`config.mk`:
```
export PLATFORM = sky130hd
export DESIGN_NAME = seg7_scan_ctrl
export DESIGN_NICKNAME = d
export VERILOG_FILES = /design/src/rtl/seg7_pkg.sv /design/src/rtl/seg7_hex_decode.sv /design/src/rtl/seg7_scan_ctrl.sv
export SDC_FILE = /design/constraint.sdc
export NUM_CORES = 1
export LEC_CHECK = 0
export CORE_MARGIN = 2
export CORE_UTILIZATION = 49
export CTS_BUF_LIST = sky130_fd_sc_hd__clkbuf_16
export DETAILED_ROUTE_END_ITERATION = 7
export GPL_ROUTABILITY_DRIVEN = 0
export HOLD_SLACK_MARGIN = 0.15
export PLACE_DENSITY_LB_ADDON = 0.1
export SLEW_MARGIN = 20
export SYNTH_ARGS = -nofsm -noshare
export SYNTH_HDL_FRONTEND = slang
export SYNTH_SLANG_ARGS = --single-unit
```
`constraint.sdc`:
```
create_clock -name CLK -period 2.02 [get_ports CLK]
set_input_delay 0.505 -clock CLK [delete_from_list [all_inputs] [get_ports CLK]]
set_output_delay 0.505 -clock CLK [all_outputs]
set_load 0.005 [all_outputs]
```
`src/rtl/seg7_pkg.sv`:
```
// Shared constants and helpers for the multiplexed 7-segment scanner.
package seg7_pkg;

  localparam int unsigned SegW = 7;

  // Active-high {g,f,e,d,c,b,a} patterns for hex digits 0..F.
  localparam logic [SegW-1:0] HexSegTable [16] = '{
    7'h3F, 7'h06, 7'h5B, 7'h4F, 7'h66, 7'h6D, 7'h7D, 7'h07,
    7'h7F, 7'h6F, 7'h77, 7'h7C, 7'h39, 7'h5E, 7'h79, 7'h71
  };

  function automatic int unsigned idx_width(input int unsigned num_digits);
    return (num_digits > 1) ? $clog2(num_digits) : 1;
  endfunction

endpackage

```
`src/rtl/seg7_hex_decode.sv`:
```
// Combinational hex nibble to active-high {g..a} segment pattern.
module seg7_hex_decode
  import seg7_pkg::*;
(
  input  logic [3:0]      nibble_i,
  output logic [SegW-1:0] seg_o
);

  always_comb begin
    seg_o = HexSegTable[nibble_i];
  end

endmodule

```
`src/rtl/seg7_scan_ctrl.sv`:
```
// Multiplexed 7-segment scanner: dead-time, PWM brightness, leading-zero blanking and
// frame-synchronous double-buffered digit update. All pins are registered.
module seg7_scan_ctrl
  import seg7_pkg::*;
#(
  parameter int unsigned NUM_DIGITS     = 4,
  parameter int unsigned SCAN_DIV       = 131072,
  parameter int unsigned DEAD_CYC       = 64,
  parameter int unsigned BRIGHT_W       = 4,
  parameter bit          SEG_ACTIVE_LOW = 1'b1,
  parameter bit          CS_ACTIVE_LOW  = 1'b1
) (
  input  logic                    CLK,
  input  logic                    RST,
  input  logic [4*NUM_DIGITS-1:0] DIGITS_IN,
  input  logic [NUM_DIGITS-1:0]   DP_IN,
  input  logic [NUM_DIGITS-1:0]   DIG_EN,
  input  logic                    LOAD,
  input  logic [BRIGHT_W-1:0]     BRIGHT,
  input  logic                    LZ_SUPPRESS,
  output logic [SegW-1:0]         SEG,
  output logic                    SEG_DP,
  output logic [NUM_DIGITS-1:0]   SEG_CS,
  output logic                    FRAME_START,
  output logic                    LOAD_PENDING
);

  localparam int unsigned SlotW = (SCAN_DIV > 1) ? $clog2(SCAN_DIV) : 1;
  localparam int unsigned IdxW  = idx_width(NUM_DIGITS);

  localparam logic [SegW-1:0]       SegOff = {SegW{SEG_ACTIVE_LOW}};
  localparam logic                  DpOff  = SEG_ACTIVE_LOW;
  localparam logic [NUM_DIGITS-1:0] CsOff  = {NUM_DIGITS{CS_ACTIVE_LOW}};

  logic [SlotW-1:0]        slot_cnt_q, slot_cnt_d;
  logic [IdxW-1:0]         dig_idx_q, dig_idx_d;
  logic [4*NUM_DIGITS-1:0] pend_dig_q, pend_dig_d, disp_dig_q, disp_dig_d;
  logic [NUM_DIGITS-1:0]   pend_dp_q, pend_dp_d, disp_dp_q, disp_dp_d;
  logic [NUM_DIGITS-1:0]   pend_en_q, pend_en_d, disp_en_q, disp_en_d;
  logic                    load_pending_q, load_pending_d;
  logic                    frame_start_q, frame_start_d;
  logic [SegW-1:0]         seg_q, seg_d;
  logic                    seg_dp_q, seg_dp_d;
  logic [NUM_DIGITS-1:0]   seg_cs_q, seg_cs_d;

  logic                    slot_wrap, boundary;
  logic [3:0]              cur_nib;
  logic                    cur_en, cur_dp, cur_blank;
  logic [NUM_DIGITS-1:0]   cur_sel, lz_blank;
  logic                    lz_run, pwm_on, lit;
  logic [SegW-1:0]         cur_seg;

  seg7_hex_decode u_hex_decode (
    .nibble_i (cur_nib),
    .seg_o    (cur_seg)
  );

  always_comb begin
    slot_wrap  = (slot_cnt_q == SlotW'(SCAN_DIV - 1));
    boundary   = slot_wrap && (dig_idx_q == IdxW'(NUM_DIGITS - 1));
    slot_cnt_d = slot_wrap ? '0 : slot_cnt_q + 1'b1;
    dig_idx_d  = dig_idx_q;
    if (slot_wrap) begin
      dig_idx_d = (dig_idx_q == IdxW'(NUM_DIGITS - 1)) ? '0 : dig_idx_q + 1'b1;
    end
    frame_start_d = boundary;
  end

  // A LOAD landing on the boundary bypasses the pending set.
  always_comb begin
    pend_dig_d     = pend_dig_q;
    pend_dp_d      = pend_dp_q;
    pend_en_d      = pend_en_q;
    disp_dig_d     = disp_dig_q;
    disp_dp_d      = disp_dp_q;
    disp_en_d      = disp_en_q;
    load_pending_d = load_pending_q;
    if (LOAD) begin
      pend_dig_d     = DIGITS_IN;
      pend_dp_d      = DP_IN;
      pend_en_d      = DIG_EN;
      load_pending_d = 1'b1;
    end
    if (boundary) begin
      if (LOAD) begin
        disp_dig_d = DIGITS_IN;
        disp_dp_d  = DP_IN;
        disp_en_d  = DIG_EN;
      end else if (load_pending_q) begin
        disp_dig_d = pend_dig_q;
        disp_dp_d  = pend_dp_q;
        disp_en_d  = pend_en_q;
      end
      load_pending_d = 1'b0;
    end
  end

  always_comb begin
    cur_nib   = 4'h0;
    cur_en    = 1'b0;
    cur_dp    = 1'b0;
    cur_blank = 1'b0;
    cur_sel   = '0;
    lz_blank  = '0;
    lz_run    = LZ_SUPPRESS;
    // Blank from the top digit down until the first nonzero nibble; digit 0 always shows.
    for (int i = int'(NUM_DIGITS) - 1; i >= 1; i--) begin
      lz_run      = lz_run && (disp_dig_q[4*i +: 4] == 4'h0);
      lz_blank[i] = lz_run;
    end
    for (int i = 0; i < int'(NUM_DIGITS); i++) begin
      if (dig_idx_q == IdxW'(i)) begin
        cur_nib    = disp_dig_q[4*i +: 4];
        cur_en     = disp_en_q[i];
        cur_dp     = disp_dp_q[i];
        cur_blank  = lz_blank[i];
        cur_sel[i] = 1'b1;
      end
    end
    pwm_on = (&BRIGHT) || (slot_cnt_q[BRIGHT_W-1:0] < BRIGHT);
    lit    = (slot_cnt_q >= SlotW'(DEAD_CYC)) && pwm_on && cur_en;

    seg_d    = SegOff;
    seg_dp_d = DpOff;
    seg_cs_d = CsOff;
    if (lit) begin
      seg_cs_d = cur_sel ^ CsOff;
      seg_d    = (cur_blank ? '0 : cur_seg) ^ SegOff;
      seg_dp_d = cur_dp ^ DpOff;
    end
  end

  always_ff @(posedge CLK) begin
    if (RST) begin
      slot_cnt_q     <= '0;
      dig_idx_q      <= '0;
      pend_dig_q     <= '0;
      pend_dp_q      <= '0;
      pend_en_q      <= '0;
      disp_dig_q     <= '0;
      disp_dp_q      <= '0;
      disp_en_q      <= '0;
      load_pending_q <= 1'b0;
      frame_start_q  <= 1'b0;
      seg_q          <= SegOff;
      seg_dp_q       <= DpOff;
      seg_cs_q       <= CsOff;
    end else begin
      slot_cnt_q     <= slot_cnt_d;
      dig_idx_q      <= dig_idx_d;
      pend_dig_q     <= pend_dig_d;
      pend_dp_q      <= pend_dp_d;
      pend_en_q      <= pend_en_d;
      disp_dig_q     <= disp_dig_d;
      disp_dp_q      <= disp_dp_d;
      disp_en_q      <= disp_en_d;
      load_pending_q <= load_pending_d;
      frame_start_q  <= frame_start_d;
      seg_q          <= seg_d;
      seg_dp_q       <= seg_dp_d;
      seg_cs_q       <= seg_cs_d;
    end
  end

  assign SEG          = seg_q;
  assign SEG_DP       = seg_dp_q;
  assign SEG_CS       = seg_cs_q;
  assign FRAME_START  = frame_start_q;
  assign LOAD_PENDING = load_pending_q;

endmodule

```
### Word level (Yosys, flattened, before mapping)

Memory sizes are Yosys's and may differ from the RTL's.
Cells that the tools add are included.
W data, S select, Z words.

* register bits: 81
* bits in read-only memories: 112
* input bits: 32
* output and inout bits: 14
* memories kept: 1

Memories
* (no name shown): depth 16, width 7, read ports 1, clocked after Yosys merged registers in 0, wr ports 0, line seg7_hex_decode.sv:10 `seg_o = HexSegTable[nibble_i];`

* add/sub/neg operators: 2
* magnitude comparators: 3
* equal/unequal tests: 4
* multiplexer cells: 29
* bitwise operators: 5
* reduce and logical (&&, ||, !) cells: 17

Operators by type and width (number)
* $mux W16: 2
* $mux W4: 8
* $mux W7: 3
* $add A17 B1 Y17 const B: 1
* $eq A17 B17 Y1 const B: 1
* $ge A17 B7 Y1 const B: 1
* $mux W1: 15
* $logic_not A4 Y1: 3
* $not A7 Y7: 1
* $logic_and A1 B1 Y1: 6
* $reduce_or A2 Y1: 3
* $ge A5 B5 Y1 const B: 1
* $not A4 Y5: 1
* $eq A2 B2 Y1 const B: 2
* $lt A4 B4 Y1: 1
* $not A4 Y4: 1
* $reduce_and A4 Y1: 1
* $add A2 B1 Y2 const B: 1
* $eq A2 B1 Y1 const B: 1
* $logic_not A2 Y1: 1
* $mux W2: 1
* $not A1 Y1: 2
* $reduce_and A2 Y1: 1
* $reduce_bool A2 Y1: 1
* $logic_or A1 B1 Y1: 1

### Logic depth before layout (Yosys ltp)

* depth in word-level cells: 11
* depth in mapped cells: 11

### Cells and area by module

A second synthesis with hierarchy kept.

* cells, all modules: 385
* area, all modules: 3560.9 um2

Modules (own cells, without submodules)
* seg7_scan_ctrl: instances 1, cells an instance 352, area each 3273.1 um2, seq. area each 1621.6 um2
* seg7_hex_decode: instances 1, cells an instance 33, area each 287.8 um2, seq. area each 0.0 um2

### Worst setup path after synthesis

No wires, ideal clock.

* path kind: register to register
* start point: register dig_idx_q[1]
* end point: register seg_q[3], in the netlist SEG[3]
* setup time: 0.131 ns
* arrival: 2.064 ns
* data required time: 1.889 ns
* slack: -0.175 ns
* cell stages (with the launch flop): 11
* buffers on the path: 1
* period minus slack after synthesis: 2.195 ns
* cell sequence: dfxtp_1 inv_1 ha_1 buf_2 nand3b_1 a31oi_1 inv_1 ha_1 mux2i_1 mux2_2 nand2_1

* cells in the longest elaborated chain, start to end: 11
* elaborated cells on any way between the ends: 24
* those cells by class: 3 x eq/ne; 14 x mux; 3 x bitwise; 3 x reduce/logical; 1 x memory

Ends and longest elaborated chain
* from (decl): line seg7_scan_ctrl.sv:36 `logic [IdxW-1:0] dig_idx_q, dig_idx_d;`
* from (signal assigned): line seg7_scan_ctrl.sv:150 `dig_idx_q <= dig_idx_d;`
* $logic_not A2 Y1: line seg7_scan_ctrl.sv:112 `if (dig_idx_q == IdxW'(i)) begin`
* $mux W4 (4 in a row): line seg7_scan_ctrl.sv:112
* $not A4 Y5 (not written as such): line seg7_hex_decode.sv:10
* $mem_v2 Z16 W7
* $mux W7 (not written as such) (2 in a row): line seg7_hex_decode.sv:10
* $mux W7: line seg7_scan_ctrl.sv:128 `seg_d = (cur_blank ? '0 : cur_seg) ^ SegOff;`
* $not A7 Y7 (no line)
* to (signal assigned): line seg7_scan_ctrl.sv:145 `seg_q <= SegOff;`
* to (signal assigned): line seg7_scan_ctrl.sv:159 `seg_q <= seg_d;`
* to (decl): line seg7_scan_ctrl.sv:42 `logic [SegW-1:0] seg_q, seg_d;`

Parallel ways exist; a longest one is shown, timed or not. The select of a mux whose other input is x is not followed.
A chain may end at the register's enable or synchronous reset.

### Worst setup path in the final report

* start point: register dig_idx_q[0]
* end point: register seg_q[3], in the netlist SEG[3]

Same word-level chain as after synthesis.

==> results.md <==
* Sequential share of the synthesized area at 46.9%
* YS warnings at 0
* H-tree levels at 3
* Max Root-Sink Buffers at 2
* Number of fill cells at 565
* Period minus WS final at 1960 ps
* Diode count at 0
* Core ar. at 6790 µm²
* R2R Setup Slk at 60 ps
* Worst skew pair latency at 330 ps
* Initial Util at 50.9%
* Multi-input gate area at 1790 µm²
* P per Cell Area at 720 nW/µm²
* Critical path class: flop to flop
* Cell variety after synth at 41
* Initial antenna violation count at 0
* FF-to-FF path depth at 9
* IO buf count at 45
* CTS buffer count at 9
* Mapped Nets at 418
* Post-Syn Instances at 370
* Peak supply drop at 397 µV
* Mapped cell area at 3460 µm²
* Most frequent cell after synthesis: dfxtp_1
* Most used DFF post-synth: dfxtp_1
* Via count at 2748
* Async SR Flop Fraction at 0%
* Reg clk slew, reported paths at 60 ps
* HP Start: slot_cnt_q[0]$_SDFF_PP0_
* Tcrit/Tclk final at 96.8%
* Top cell type's share of synthesized area at 46.9%
* Row Count at 30
* Layout Skew at 5.70 ps
* Initial DRC count at 85
* Final Hold Fails at 0
* Final Slew Violations at 0
* Storage cell area at 1630 µm²
* Largest net degree at the start of global routing at 53
* R2R Path End: SEG[3]$_SDFF_PP1_
* Final Non-Filler Cells at 545
* GR Util met1 at 25.0%
* All-Layer GR Usage at 18.6%
* Worst setup EP type: flop
* P_leak at 1.83 nW
* Largest area contributor in the netlist: dfxtp_1
* Global route hottest layer: met2
* Worst path arrival time at 2180 ps
* Worst-path fanout max at 8
* DP HPWL at 4770 µm
* Num ports at 46
* TritonCTS clock tree: yes
* DRC Markers at 0
* Cells after DPL at 525
* Mapped Avg Cell Area at 9.34 µm²
* Wire per inst at 12.8 µm
* Root buffer cell: clkbuf_16
* Post-CTS Hold Buffers at 0
* Proportion of layout cells with a drive suffix above 1 at 18.0%
* Final setup violating endpoints at 0
* Antenna-violating nets left at 0
* Die height at 88.0 µm
* Full die area at 7740 µm²
* Crit path from: dig_idx_q[0]$_SDFFE_PP0N_
* EDFF count, synth at 0
* Dominant cells by area after synthesis: dfxtp_1, mux2i_1, nor2_1
* Slew @ Worst Pin at 525 ps
* Max-slew headroom at 65.0%
* Vias per Instance at 5.04
* Drt pass-1 iters at 4
* Final net count at 492
* Final setup TNS at 0 ps
* First-pass GRT wire length at 11300 µm
* WP data required at 2250 ps
* Die W at 88.0 µm
* Sink Count at 81
* Status: finished, final reports clean
* Vias in the first global route at 2481
* Crit start category: flop
* Met3 GRT Util at 4.62%
* Min-delay worst type: flop to flop
* Yosys reg bits at 81
* Met2 track demand over resource at 28.7%
* Total gr overflow at 0
* Area Overhead vs Synth at 34.3%
* Most common library cells after synthesis: dfxtp_1, nor2_1, mux2i_1
* Fmax at 511 MHz
* Total Wirelength at 6990 µm
* Worst R2R Start: dig_idx_q[0]$_SDFFE_PP0N_
* Crit path to: SEG[3]$_SDFF_PP1_
* Number of max-cap violations at 0
[per-layer routing]
| metal | vias up | share of wire [%] |
|---|---|---|
| met1 | 1266 | 49 |
| li1 | 1429 | - |
| met5 | - | 0 |
| met2 | 41 | 46 |
| met3 | 12 | 3.3 |
| met4 | 0 | 1.7 |
[through the flow]
stage	setup slack (ps)	hold WS (ps)	power [mW]	utilization [%]	instance area (µm²)
after floorplan	23.8	437	1.78	-	3480
after detailed placement	-321	471	1.87	62.1	4220
after global routing	-15.4	497	3.47	68.3	4640
after CTS	28.6	482	3.38	66.8	4540
final	64.5	482	3.34	68.3	4640
after global placement	-291	457	1.87	62.1	4220
[kinds of logic (layout without fill, tap and decap cells)]
| group | after synthesis | count (layout) | synth area share (%) |
|---|---|---|---|
| buf+inv | 35 | 114 | 4.31 |
| fa+ha+maj | 16 | 16 | 5.79 |
| mux | 31 | 31 | 9.01 |
| simple gates | 135 | 135 | 18.2 |
| xor+xnor | 14 | 14 | 3.55 |
| compound gates | 58 | 58 | 12.2 |
| flops | 81 | 81 | 46.9 |
[area by class of cell]
cell class                 count  share of cell area [%]
sequential                    81                    35.1
timing repair buffer          83                    16.7
clock buffer                   9                    4.85
clock inverter                 7                    1.16
multi-input combinational    254                    38.5
tap                           96                    2.59
inverter                      15                    1.21
[repair_timing]
item | in CTS | in global routing
cloned | 1 | 0
setup buffers | 0 | 3
pin swaps | 1 | 7
gates resized for setup | 5 | 23
setup endpoints to repair | 8 | 31
[flip-flops by register name (all words and copies together), names as in the netlist, 2 cells and up]
| register | cells |
|---|---|
| pend_en_q | 4 |
| SEG | 7 |
| disp_dp_q | 4 |
| disp_dig_q | 16 |
| dig_idx_q | 2 |
| pend_dig_q | 16 |
| disp_en_q | 4 |
| slot_cnt_q | 17 |
| SEG_CS | 4 |
| pend_dp_q | 4 |
[worst min-delay path by stage]
stage | cells past startpoint | to
3_3_place_gp | 1 | slot_cnt_q[0]$_SDFF_PP0_
6_report | 1 | slot_cnt_q[0]$_SDFF_PP0_
4_1_cts | 1 | slot_cnt_q[0]$_SDFF_PP0_
3_5_place_dp | 1 | slot_cnt_q[0]$_SDFF_PP0_
2_1_floorplan | 1 | slot_cnt_q[0]$_SDFF_PP0_
5_1_grt | 1 | slot_cnt_q[0]$_SDFF_PP0_
[critical path, stage by stage (launching register included)]
cell      delay [ps]
dfxtp_4          400
inv_2             70
ha_4             190
buf_4            130
nor3b_1          150
a211oi_4         340
buf_4            180
mux2i_1          180
mux2_2           170
nand2_1           40
[cells in the final DEF (no fill, tap or decap), types with 3 or more instances in the layout]
cell	count
a211oi_1	26
a21oi_1	10
and3_1	3
buf_4	36
clkbuf_16	9
clkdlybuf4s50_1	42
dfxtp_1	79
ha_1	10
ha_4	4
inv_1	12
inv_2	3
mux2i_1	29
nand2_1	19
nand3_1	4
nand3b_1	5
nand4_1	3
nor2_1	72
nor2b_1	5
nor3b_1	3
nor4_1	5
o21ai_1	3
o221ai_1	6
xnor2_1	5
xor2_1	9
[power by group]
group	total, mW	leakage [nW]	internal [mW]	switching (mW)
sequential	1.64	0.660	1.63	0.0123
combinational	0.189	1.03	0.102	0.0870
clock	1.51	0.136	0.845	0.669
Power figures use the tool's default switching activity.
